## src/rtl/led_display_arbiter.sv

```systemverilog
// led_display_arbiter: round-robin owner of the 8-digit 7-segment display.
// Two requesters compete for the display. Ownership changes only at frame
// boundaries, and an owner keeps the display for a minimum number of frames
// while the other side is waiting. The owner's digits, blanks and decimal
// points are latched once per frame. They are scanned 7..0 onto the
// active-low display pins.
module led_display_arbiter #(
  parameter int SCAN_CYC    = 4,
  parameter int HOLD_FRAMES = 2
) (
  input  logic        clk,
  input  logic        rst,
  input  logic [1:0]  req,
  input  logic [31:0] data0,
  input  logic [31:0] data1,
  input  logic [7:0]  blank0,
  input  logic [7:0]  blank1,
  input  logic [7:0]  dp0,
  input  logic [7:0]  dp1,
  output logic [1:0]  gnt,
  output logic        frame_tick,
  output logic [7:0]  led_en,
  output logic        led_ca,
  output logic        led_cb,
  output logic        led_cc,
  output logic        led_cd,
  output logic        led_ce,
  output logic        led_cf,
  output logic        led_cg,
  output logic        led_dp
);

  localparam int SW = (SCAN_CYC > 1) ? $clog2(SCAN_CYC) : 1;
  localparam int FW = (HOLD_FRAMES > 0) ? $clog2(HOLD_FRAMES + 1) : 1;
  localparam logic [SW-1:0] SCAN_LAST = SW'(SCAN_CYC - 1);
  localparam logic [FW-1:0] HOLD_MAX  = FW'(HOLD_FRAMES);

  localparam logic [1:0] IDLE = 2'd0;
  localparam logic [1:0] OWN0 = 2'd1;
  localparam logic [1:0] OWN1 = 2'd2;

  // Hex nibble to {g,f,e,d,c,b,a}, active low.
  function automatic logic [6:0] hex7(input logic [3:0] n);
    logic [6:0] s;
    case (n)
      4'h0: s = 7'b1000000;
      4'h1: s = 7'b1111001;
      4'h2: s = 7'b0100100;
      4'h3: s = 7'b0110000;
      4'h4: s = 7'b0011001;
      4'h5: s = 7'b0010010;
      4'h6: s = 7'b0000010;
      4'h7: s = 7'b1111000;
      4'h8: s = 7'b0000000;
      4'h9: s = 7'b0011000;
      4'hA: s = 7'b0001000;
      4'hB: s = 7'b0000011;
      4'hC: s = 7'b1000110;
      4'hD: s = 7'b0100001;
      4'hE: s = 7'b0000110;
      default: s = 7'b0001110;
    endcase
    return s;
  endfunction

  // Frame counter increment that sticks at the hold limit.
  function automatic logic [FW-1:0] sat_inc(input logic [FW-1:0] c);
    return (c >= HOLD_MAX) ? HOLD_MAX : c + 1'b1;
  endfunction

  // Arbitration and scan state (control, reset).
  logic [1:0]    state, state_n;
  logic          rr, rr_n;
  logic [2:0]    digit, digit_n;
  logic [SW-1:0] scan, scan_n;
  logic [FW-1:0] fcnt, fcnt_n, fcnt_inc;

  // Frame shadow registers (data, not reset).
  logic [31:0] shadow_data;
  logic [7:0]  shadow_blank;
  logic [7:0]  shadow_dp;

  logic load;
  logic sel;
  logic owner;
  logic frame_end;

  // Output stage: p0 is next-cycle pin content, p1 is registered.
  logic        vld_p0, vld_p1;
  logic [7:0]  en_p0, en_p1;
  logic [6:0]  seg_p0, seg_p1;
  logic        dp_p0, dp_p1;
  logic [31:0] src_data;
  logic [7:0]  src_blank;
  logic [7:0]  src_dp;

  assign owner     = (state == OWN1);
  assign frame_end = (state != IDLE) && (digit == 3'd0) && (scan == SCAN_LAST);
  assign fcnt_inc  = sat_inc(fcnt);

  // Arbitration: grant from idle, scan advance, frame-end handover decision.
  always_comb begin
    state_n = state;
    rr_n    = rr;
    digit_n = digit;
    scan_n  = scan;
    fcnt_n  = fcnt;
    load    = 1'b0;
    sel     = owner;
    if (state == IDLE) begin
      if (req != 2'b00) begin
        sel     = (req == 2'b11) ? rr : req[1];
        load    = 1'b1;
        state_n = sel ? OWN1 : OWN0;
        rr_n    = ~sel;
        digit_n = 3'd7;
        scan_n  = '0;
        fcnt_n  = '0;
      end
    end else if (frame_end) begin
      digit_n = 3'd7;
      scan_n  = '0;
      if (!req[owner] && !req[~owner]) begin
        state_n = IDLE;
        fcnt_n  = '0;
      end else if (req[~owner] && (!req[owner] || fcnt_inc >= HOLD_MAX)) begin
        // Hand over to the waiting side; the old owner becomes favoured next.
        sel     = ~owner;
        load    = 1'b1;
        state_n = sel ? OWN1 : OWN0;
        rr_n    = owner;
        fcnt_n  = '0;
      end else begin
        // Keep the owner and pick up its fresh inputs for the next frame.
        sel     = owner;
        load    = 1'b1;
        fcnt_n  = fcnt_inc;
      end
    end else if (scan == SCAN_LAST) begin
      scan_n  = '0;
      digit_n = digit - 3'd1;
    end else begin
      scan_n  = scan + 1'b1;
    end
  end

  // Pin content for the next cycle; a fresh latch bypasses the shadow copy.
  always_comb begin
    src_data  = load ? (sel ? data1 : data0)   : shadow_data;
    src_blank = load ? (sel ? blank1 : blank0) : shadow_blank;
    src_dp    = load ? (sel ? dp1 : dp0)       : shadow_dp;
    vld_p0    = (state_n != IDLE);
    en_p0     = ~(8'b1 << digit_n);
    seg_p0    = src_blank[digit_n] ? 7'h7f : hex7(src_data[{digit_n, 2'b00} +: 4]);
    dp_p0     = ~src_dp[digit_n];
  end

  // Control registers with synchronous reset.
  always_ff @(posedge clk) begin
    if (rst) begin
      state  <= IDLE;
      rr     <= 1'b0;
      digit  <= 3'd7;
      scan   <= '0;
      fcnt   <= '0;
      vld_p1 <= 1'b0;
    end else begin
      state  <= state_n;
      rr     <= rr_n;
      digit  <= digit_n;
      scan   <= scan_n;
      fcnt   <= fcnt_n;
      vld_p1 <= vld_p0;
    end
  end

  // Frame latch and pin data registers; outputs are gated by vld_p1.
  always_ff @(posedge clk) begin
    if (load) begin
      shadow_data  <= src_data;
      shadow_blank <= src_blank;
      shadow_dp    <= src_dp;
    end
    en_p1  <= en_p0;
    seg_p1 <= seg_p0;
    dp_p1  <= dp_p0;
  end

  // ---- stage p1: display pins ----
  assign gnt        = {state == OWN1, state == OWN0};
  assign frame_tick = frame_end;
  assign led_en     = vld_p1 ? en_p1 : 8'hff;
  assign {led_cg, led_cf, led_ce, led_cd, led_cc, led_cb, led_ca} = vld_p1 ? seg_p1 : 7'h7f;
  assign led_dp     = vld_p1 ? dp_p1 : 1'b1;

endmodule

```

## config.mk

```make
export PLATFORM = sky130hd
export DESIGN_NAME = led_display_arbiter
export DESIGN_NICKNAME = d
export VERILOG_FILES = /design/src/rtl/led_display_arbiter.sv
export SDC_FILE = /design/constraint.sdc
export NUM_CORES = 1
export LEC_CHECK = 0
export ABC_CLOCK_PERIOD_IN_PS = 4000
export CAP_MARGIN = 20
export CORE_AREA = 10 10 108 110
export CTS_CLUSTER_DIAMETER = 100
export CTS_CLUSTER_SIZE = 28
export DETAILED_ROUTE_END_ITERATION = 8
export DIE_AREA = 0 0 118 120
export GPL_ROUTABILITY_DRIVEN = 0
export PLACE_DENSITY_LB_ADDON = 0.12
export SYNTH_ARGS = -nofsm -noshare
export SYNTH_HDL_FRONTEND = slang
export SYNTH_SLANG_ARGS = --single-unit
```

## constraint.sdc

```tcl
create_clock -name clk -period 4 [get_ports clk]
set_input_delay 0.6 -clock clk [delete_from_list [all_inputs] [get_ports clk]]
set_output_delay 0.6 -clock clk [all_outputs]
set_load 0.05 [all_outputs]
```

==> metrics.md, run 1 <==
| Metric | Value |
|---|---|
| Least-Margin Pin Slew | `0.9206 ns` |
| Die height | `120 µm` |
| Status | `completed` |
| Largest area contributor in the netlist | `edfxtp_1` |
| Unrepaired setup endpoints after global routing | `no` |
| Worst r2r src | `digit[0]` |
| GRT overflow | `0` |
| Antenna cells | `0` |
| Total track usage | `0.1846` |
| Antenna violations before repair | `0` |
| CTS buffer count | `9` |
| H-tree Lvls | `3` |
| Fillers | `823` |
| Clock Latency Late Sink | `0.35 ns` |
| Layout area overhead | `34.50%` |
| Sw Pwr | `0.8050 mW` |
| Setup violators final | `0` |
| Vias in the first global route | `4287` |
| CP startpoint | `req[0]` |
| Top-count cell post-synth | `nand2_1` |
| Comb pwr share | `0.318` |
| Fmax | `271.6 MHz` |
| Ys flop type | `edfxtp_1` |
| Post-CTS Resized | `0` |
| Core area | `9549 µm²` |
| Hold slack | `0.5301 ns` |
| Seq cells post-synth | `75` |
| Leak pwr | `2.315 nW` |
| Reg2reg setup slack | `0.43 ns` |
| Syn Area/Cell | `8.873 µm²` |
| Die area | `14160 µm²` |
| IO buf count | `118` |
| HPWL Detailed | `10090 µm` |
| Drt wl/cell | `17.13 µm` |
| CP Launch Type | `input pin` |
| ANT nets after route | `0` |
| Share of cells above drive strength 1 | `0.1104` |
| Switching Share | `0.3291` |
| Finished Core Util | `0.6411` |
| Via-to-Cell Ratio | `5.537` |
| Clock Tree Buf Depth | `2` |
| Share of the synthesized area in the top cell type | `0.3167` |
| First-pass GRT wire length | `21780 µm` |
| Syn Nets | `621` |
| Worst hold path stage count | `2` |
| Number of synthesis warnings | `0` |
| Pin count of the biggest net entering global routing | `45` |
| Die Wd | `118 µm` |
| Min cycle time layout | `3.682 ns` |
| Final Max Tran Viols | `0` |
| Postcts setup bufs | `0` |
| Synth top cells by count | `nand2_1, nor2_1, edfxtp_1` |
| Internal power | `1.641 mW` |
| Hold Vio Cnt, Final | `0` |
| Io pins | `119` |
| Clock share of power | `0.252` |
| # rows | `36` |
| Post-DP Area | `5909 µm²` |
| Crit path arrival time | `3.90 ns` |
| Cell Pwr Density | `399.5 nW/µm²` |
| Worst min-delay path class | `reg -> reg` |
| VDD IR max | `0.0001761 V` |
| DRT Pass-1 Iters | `5` |
| Final Cell Area | `6122 µm²` |
| CTS tree | `done` |
| Post-synth ARST share | `0` |
| Required time of the worst setup path | `4.22 ns` |
| Clock root cell | `clkbuf_8` |
| Crit path kind | `in -> reg` |
| Cell Area, Synth | `4552 µm²` |
| Peak fanout along the critical path | `13` |
| Slew margin rel. | `0.3862` |
| Worst Setup EP | `seg_p1[3]` |
| DR DRC count | `0` |
| Initial Utilization | `0.4767` |
| Reg2reg end | `seg_p1[3]` |
| R2R depth | `12` |
| Routed vias | `4247` |
| Sequential element share of the synthesized area | `0.4354` |
| Critical Path Sink Type | `flop` |
| Setup TNS | `0 ns` |
| Clock sink count | `75` |
| Layout Skew | `0.01163 ns` |
| Synth Instances | `513` |
| Synth cell types | `73` |
| Clk slew on worst S/H paths | `0.08 ns` |
| Max-Cap Viols | `0` |
| Final period utilization | `0.9204` |
| Post-synth EDFFs | `48` |
| Top cells by area, synth | `edfxtp_1, dfxtp_1, nand2_1` |
| Routed wire length | `13140 µm` |
| Fin cells | `767` |
| Fin nets | `737` |
| # hold bufs at CTS | `0` |
| DP Cell Count | `751` |
| Seq pwr share | `0.430` |
| DRT iter0 DRCs | `301` |
how the worst min path moves through the flow:
| stage | start | end |
|---|---|---|
| floorplan | fcnt[0] | fcnt[0] |
| global placement | scan[1] | scan[1] |
| detailed placement | fcnt[1] | fcnt[1] |
| CTS | fcnt[1] | fcnt[1] |
| global route | rr | rr |
| finish | fcnt[0] | fcnt[0] |
cell usage in the layout, fill, tap and decap left out, types with 8 or more instances in the layout:
| master | Yosys | routed |
|---|---|---|
| clkdlybuf4s50_1 | 0 | 118 |
| nand2_1 | 107 | 107 |
| nor2_1 | 65 | 65 |
| edfxtp_1 | 48 | 48 |
| a31oi_1 | 40 | 40 |
| dfxtp_1 | 27 | 27 |
| buf_4 | 4 | 20 |
| nand2b_1 | 19 | 19 |
| inv_1 | 15 | 15 |
| a21oi_1 | 15 | 15 |
| mux2i_1 | 10 | 10 |
| o21ai_0 | 10 | 10 |
| nor3_1 | 9 | 9 |
| clkbuf_8 | 0 | 9 |
| ha_1 | 8 | 8 |
flip-flops by register name, summed over array words and instances, names as in the netlist:
| name | count |
|---|---|
| shadow_dp | 8 |
| state | 2 |
| seg_p1 | 7 |
| rr | 1 |
| digit | 3 |
| shadow_blank | 8 |
| scan | 2 |
| dp_p1 | 1 |
| en_p1 | 8 |
| vld_p1 | 1 |
| fcnt | 2 |
| shadow_data | 32 |
final cells by class:
class,count,area (µm²),area share
clock inverter,5,60.06,0.009810
multi-input combinational,388,2347,0.3834
timing repair buffer,139,1351,0.2207
inverter,16,62.56,0.01022
sequential,75,1982,0.3237
clock buffer,11,152.6,0.02493
tap,133,166.4,0.02718
kinds of logic after synthesis:
family | Yosys count | share of synthesized area
muxes | 16 | 0.03931
buffers and inverters | 50 | 0.05222
AOI/OAI and AO/OA | 135 | 0.2248
adders and majority gates | 8 | 0.02199
DFF | 75 | 0.4354
and+or+nand+nor | 229 | 0.2262
per-stage QoR:
step | worst slack (ns) | power (mW)
global route | 0.1144 | 2.572
CTS | 0.3816 | 2.445
detailed placement | 0.02592 | 1.835
global placement | 0.07837 | 1.808
floorplan | 0.2598 | 1.554
finish | 0.3182 | 2.446
worst max-delay path, cell delays in order:
cell             delay, ns
clkdlybuf4s50_1       0.61
nand3b_1              0.13
a211oi_2              0.47
o31a_2                0.43
o211ai_1              0.17
a211oi_1              0.36
a22oi_1               0.11
nand2_1               0.18
ha_1                  0.30
nor4_1                0.42
o31ai_1               0.11
layer usage:
metal / wire, µm / global-route usage / part of all wire
met2: 5820 / 0.2827 / 0.44
met5: 0 / 0 / 0
met1: 5997 / 0.2488 / 0.46
met4: 204 / 0.05332 / 0.016
met3: 1115 / 0.05251 / 0.085
power groups by stage:
| stage | registers [mW] | clock network (mW) | logic (mW) |
|---|---|---|---|
| after global routing | 1.07 | 0.654 | 0.852 |
| after global placement | 1.06 | 0 | 0.744 |
| after floorplan | 1.03 | 0 | 0.526 |
| after CTS | 1.05 | 0.621 | 0.772 |
| after detailed placement | 1.07 | 0 | 0.767 |
| final | 1.05 | 0.616 | 0.778 |
(Power assumes the default switching activity.)
==> run 2, diff against run 1 <==
--- a/config.mk
+++ b/config.mk
@@ -5,13 +5,13 @@
 export SDC_FILE = /design/constraint.sdc
 export NUM_CORES = 1
 export LEC_CHECK = 0
-export ABC_CLOCK_PERIOD_IN_PS = 4000
+export ABC_CLOCK_PERIOD_IN_PS = 4700
 export CAP_MARGIN = 20
-export CORE_AREA = 10 10 108 110
+export CORE_AREA = 10 10 104 106
 export CTS_CLUSTER_DIAMETER = 100
 export CTS_CLUSTER_SIZE = 28
 export DETAILED_ROUTE_END_ITERATION = 8
-export DIE_AREA = 0 0 118 120
+export DIE_AREA = 0 0 114 116
 export GPL_ROUTABILITY_DRIVEN = 0
 export PLACE_DENSITY_LB_ADDON = 0.12
 export SYNTH_ARGS = -nofsm -noshare
==> constraint.sdc (replaced) <==
create_clock -name clk -period 4.7 [get_ports clk]
set_input_delay 0.705 -clock clk [delete_from_list [all_inputs] [get_ports clk]]
set_output_delay 0.705 -clock clk [all_outputs]
set_load 0.05 [all_outputs]
==> metrics.md, run 2 (synthesis gave the netlist of run 1 again) <==
| Metric | Value |
|---|---|
| Share of cells above drive strength 1 | `0.09018 (-0.02023)` |
| IO buf count | `118 (unchanged)` |
| Total track usage | `0.1943 (+0.009648)` |
| Clock Tree Buf Depth | `2 (unchanged)` |
| # hold bufs at CTS | `0 (unchanged)` |
| Routed vias | `4276 (+0.68%)` |
| Critical Path Sink Type | `flop` |
| Post-CTS Resized | `0 (unchanged)` |
| Die Wd | `114 µm (-3.4%)` |
| Clk slew on worst S/H paths | `0.07 ns (about the same)` |
| Status | `completed` |
| Peak fanout along the critical path | `25 (+12)` |
| Layout area overhead | `30.76%` |
| Layout Skew | `0.01131 ns (-0.0003258 ns)` |
| Pin count of the biggest net entering global routing | `67 (+49%)` |
| Clock Latency Late Sink | `0.35 ns (about the same)` |
| Max-Cap Viols | `0 (unchanged)` |
| DRT iter0 DRCs | `316 (+5.0%)` |
| Antenna violations before repair | `0 (unchanged)` |
| DRT Pass-1 Iters | `5 (unchanged)` |
| Fin nets | `724 (-1.8%)` |
| Fin cells | `729 (-5.0%)` |
| Post-DP Area | `5768 µm² (-2.4%)` |
| Die area | `13220 µm² (-6.6%)` |
| CP Launch Type | `input pin` |
| Hold slack | `0.5126 ns (-0.01752 ns)` |
| # rows | `34 (-5.6%)` |
| Cell Pwr Density | `337.4 nW/µm² (-16%)` |
| Unrepaired setup endpoints after global routing | `no` |
| Commonest cells after routing, fill and taps aside | `clkdlybuf4s50_1, nand2_1, nor2_1` |
| Crit path kind | `in -> reg` |
| ANT nets after route | `0 (unchanged)` |
| Drt wl/cell | `17.85 µm (+4.2%)` |
| VDD IR max | `0.0001553 V (-12%)` |
| Final Max Tran Viols | `0 (unchanged)` |
| Setup TNS | `0 ns (unchanged)` |
| Min cycle time layout | `4.348 ns` |
| DP Cell Count | `713 (-5.1%)` |
| First-pass GRT wire length | `21180 µm (-2.8%)` |
| Required time of the worst setup path | `4.96 ns (+0.74 ns)` |
| Setup violators final | `0 (unchanged)` |
| HPWL Detailed | `9749 µm (-3.4%)` |
| Hold Vio Cnt, Final | `0 (unchanged)` |
| Routed wire length | `13010 µm (-0.97%)` |
| Vias in the first global route | `4151 (-3.2%)` |
| Most common cell after layout, fill and taps aside | `clkdlybuf4s50_1` |
| DP Worst Slack | `0.07486 ns (+0.04893 ns)` |
| Worst Setup Slack, final | `0.3523 ns (+0.03409 ns)` |
| GRT overflow | `0 (unchanged)` |
| CTS tree | `done` |
| Top reg by flops | `shadow_data` |
| Via-to-Cell Ratio | `5.866 (+5.9%)` |
| CTS buffer count | `9 (unchanged)` |
| Crit path arrival time | `4.61 ns (+0.71 ns)` |
| Core area | `8678 µm² (-9.1%)` |
| Clock root cell | `clkbuf_8` |
| Final period utilization | `0.9250` |
| Finished Core Util | `0.6858 (+0.04473)` |
| Worst min-delay path class | `reg -> reg` |
| Antenna cells | `0 (unchanged)` |
| Clock sink count | `75 (unchanged)` |
| Io pins | `119 (unchanged)` |
| Initial Utilization | `0.5245 (+0.04783)` |
| Fmax | `230.0 MHz` |
| Postcts setup bufs | `0 (unchanged)` |
| Total power | `2.008 mW (-18%)` |
| Leak pwr | `2.238 nW (-3.3%)` |
| Slew margin rel. | `0.5029 (+0.1167)` |
| H-tree Lvls | `3 (unchanged)` |
| Fillers | `707 (-14%)` |
| Least-Margin Pin Slew | `0.7456 ns (-0.1750 ns)` |
| Max reg flops | `32 (unchanged)` |
| DR DRC count | `0 (unchanged)` |
| Die height | `116 µm (-3.3%)` |
| Final Cell Area | `5952 µm² (-2.8%)` |
run 2: cell types whose count changed in the layout (fill, tap and decap cells not counted), sizes merged:
cell    previous run  this run
buf               21         8
bufinv             1         0
clkbuf            11        14
clkinv             4         2
run 2: area by class of cell:
cell class / instances / area, µm² / area share
inverters: 16 / 62.56 / 0.01051
repair buffers: 126 / 1241 / 0.2085
flip-flops and latches: 75 / 1982 / 0.3330
multi-input cells: 388 / 2347 / 0.3944
clock inverters: 2 / 10.01 / 0.001682
clock buffers: 14 / 173.9 / 0.02922
well taps: 108 / 135.1 / 0.02270
run 2: critical path, stage by stage:
cell	delay (ns)
clkdlybuf4s50_1	0.70
nand2b_1	0.14
a21oi_1	0.56
o31a_2	0.59
o211ai_1	0.19
a211oi_1	0.40
a22oi_1	0.16
nand2_1	0.19
ha_1	0.32
nor3_1	0.29
a311oi_1	0.09
o31ai_1	0.26
run 2: power by group:
group	switching [mW]	total, mW	internal [mW]
clock network	0.227	0.464	0.238
logic	0.385	0.658	0.273
registers	0.0515	0.886	0.834
run 2: metal layers:
| metal | share of wire | vias up | GRT usage |
|---|---|---|---|
| met5 | 0 | - | 0 |
| li1 | - | 2070 | - |
| met4 | 0.016 | 0 | 0.05263 |
| met2 | 0.43 | 223 | 0.2984 |
| met1 | 0.46 | 1951 | 0.2604 |
| met3 | 0.094 | 32 | 0.05840 |
run 2: final timing paths:
kind                                from        end  slack [ns]  cells past startpoint
worst max-delay path              req[0]  seg_p1[3]        0.35                     12
worst min-delay path             scan[1]    scan[1]        0.51                      2
worst max register to register  state[0]  seg_p1[3]        0.81                     11
worst min register to register   scan[1]    scan[1]        0.51                      2
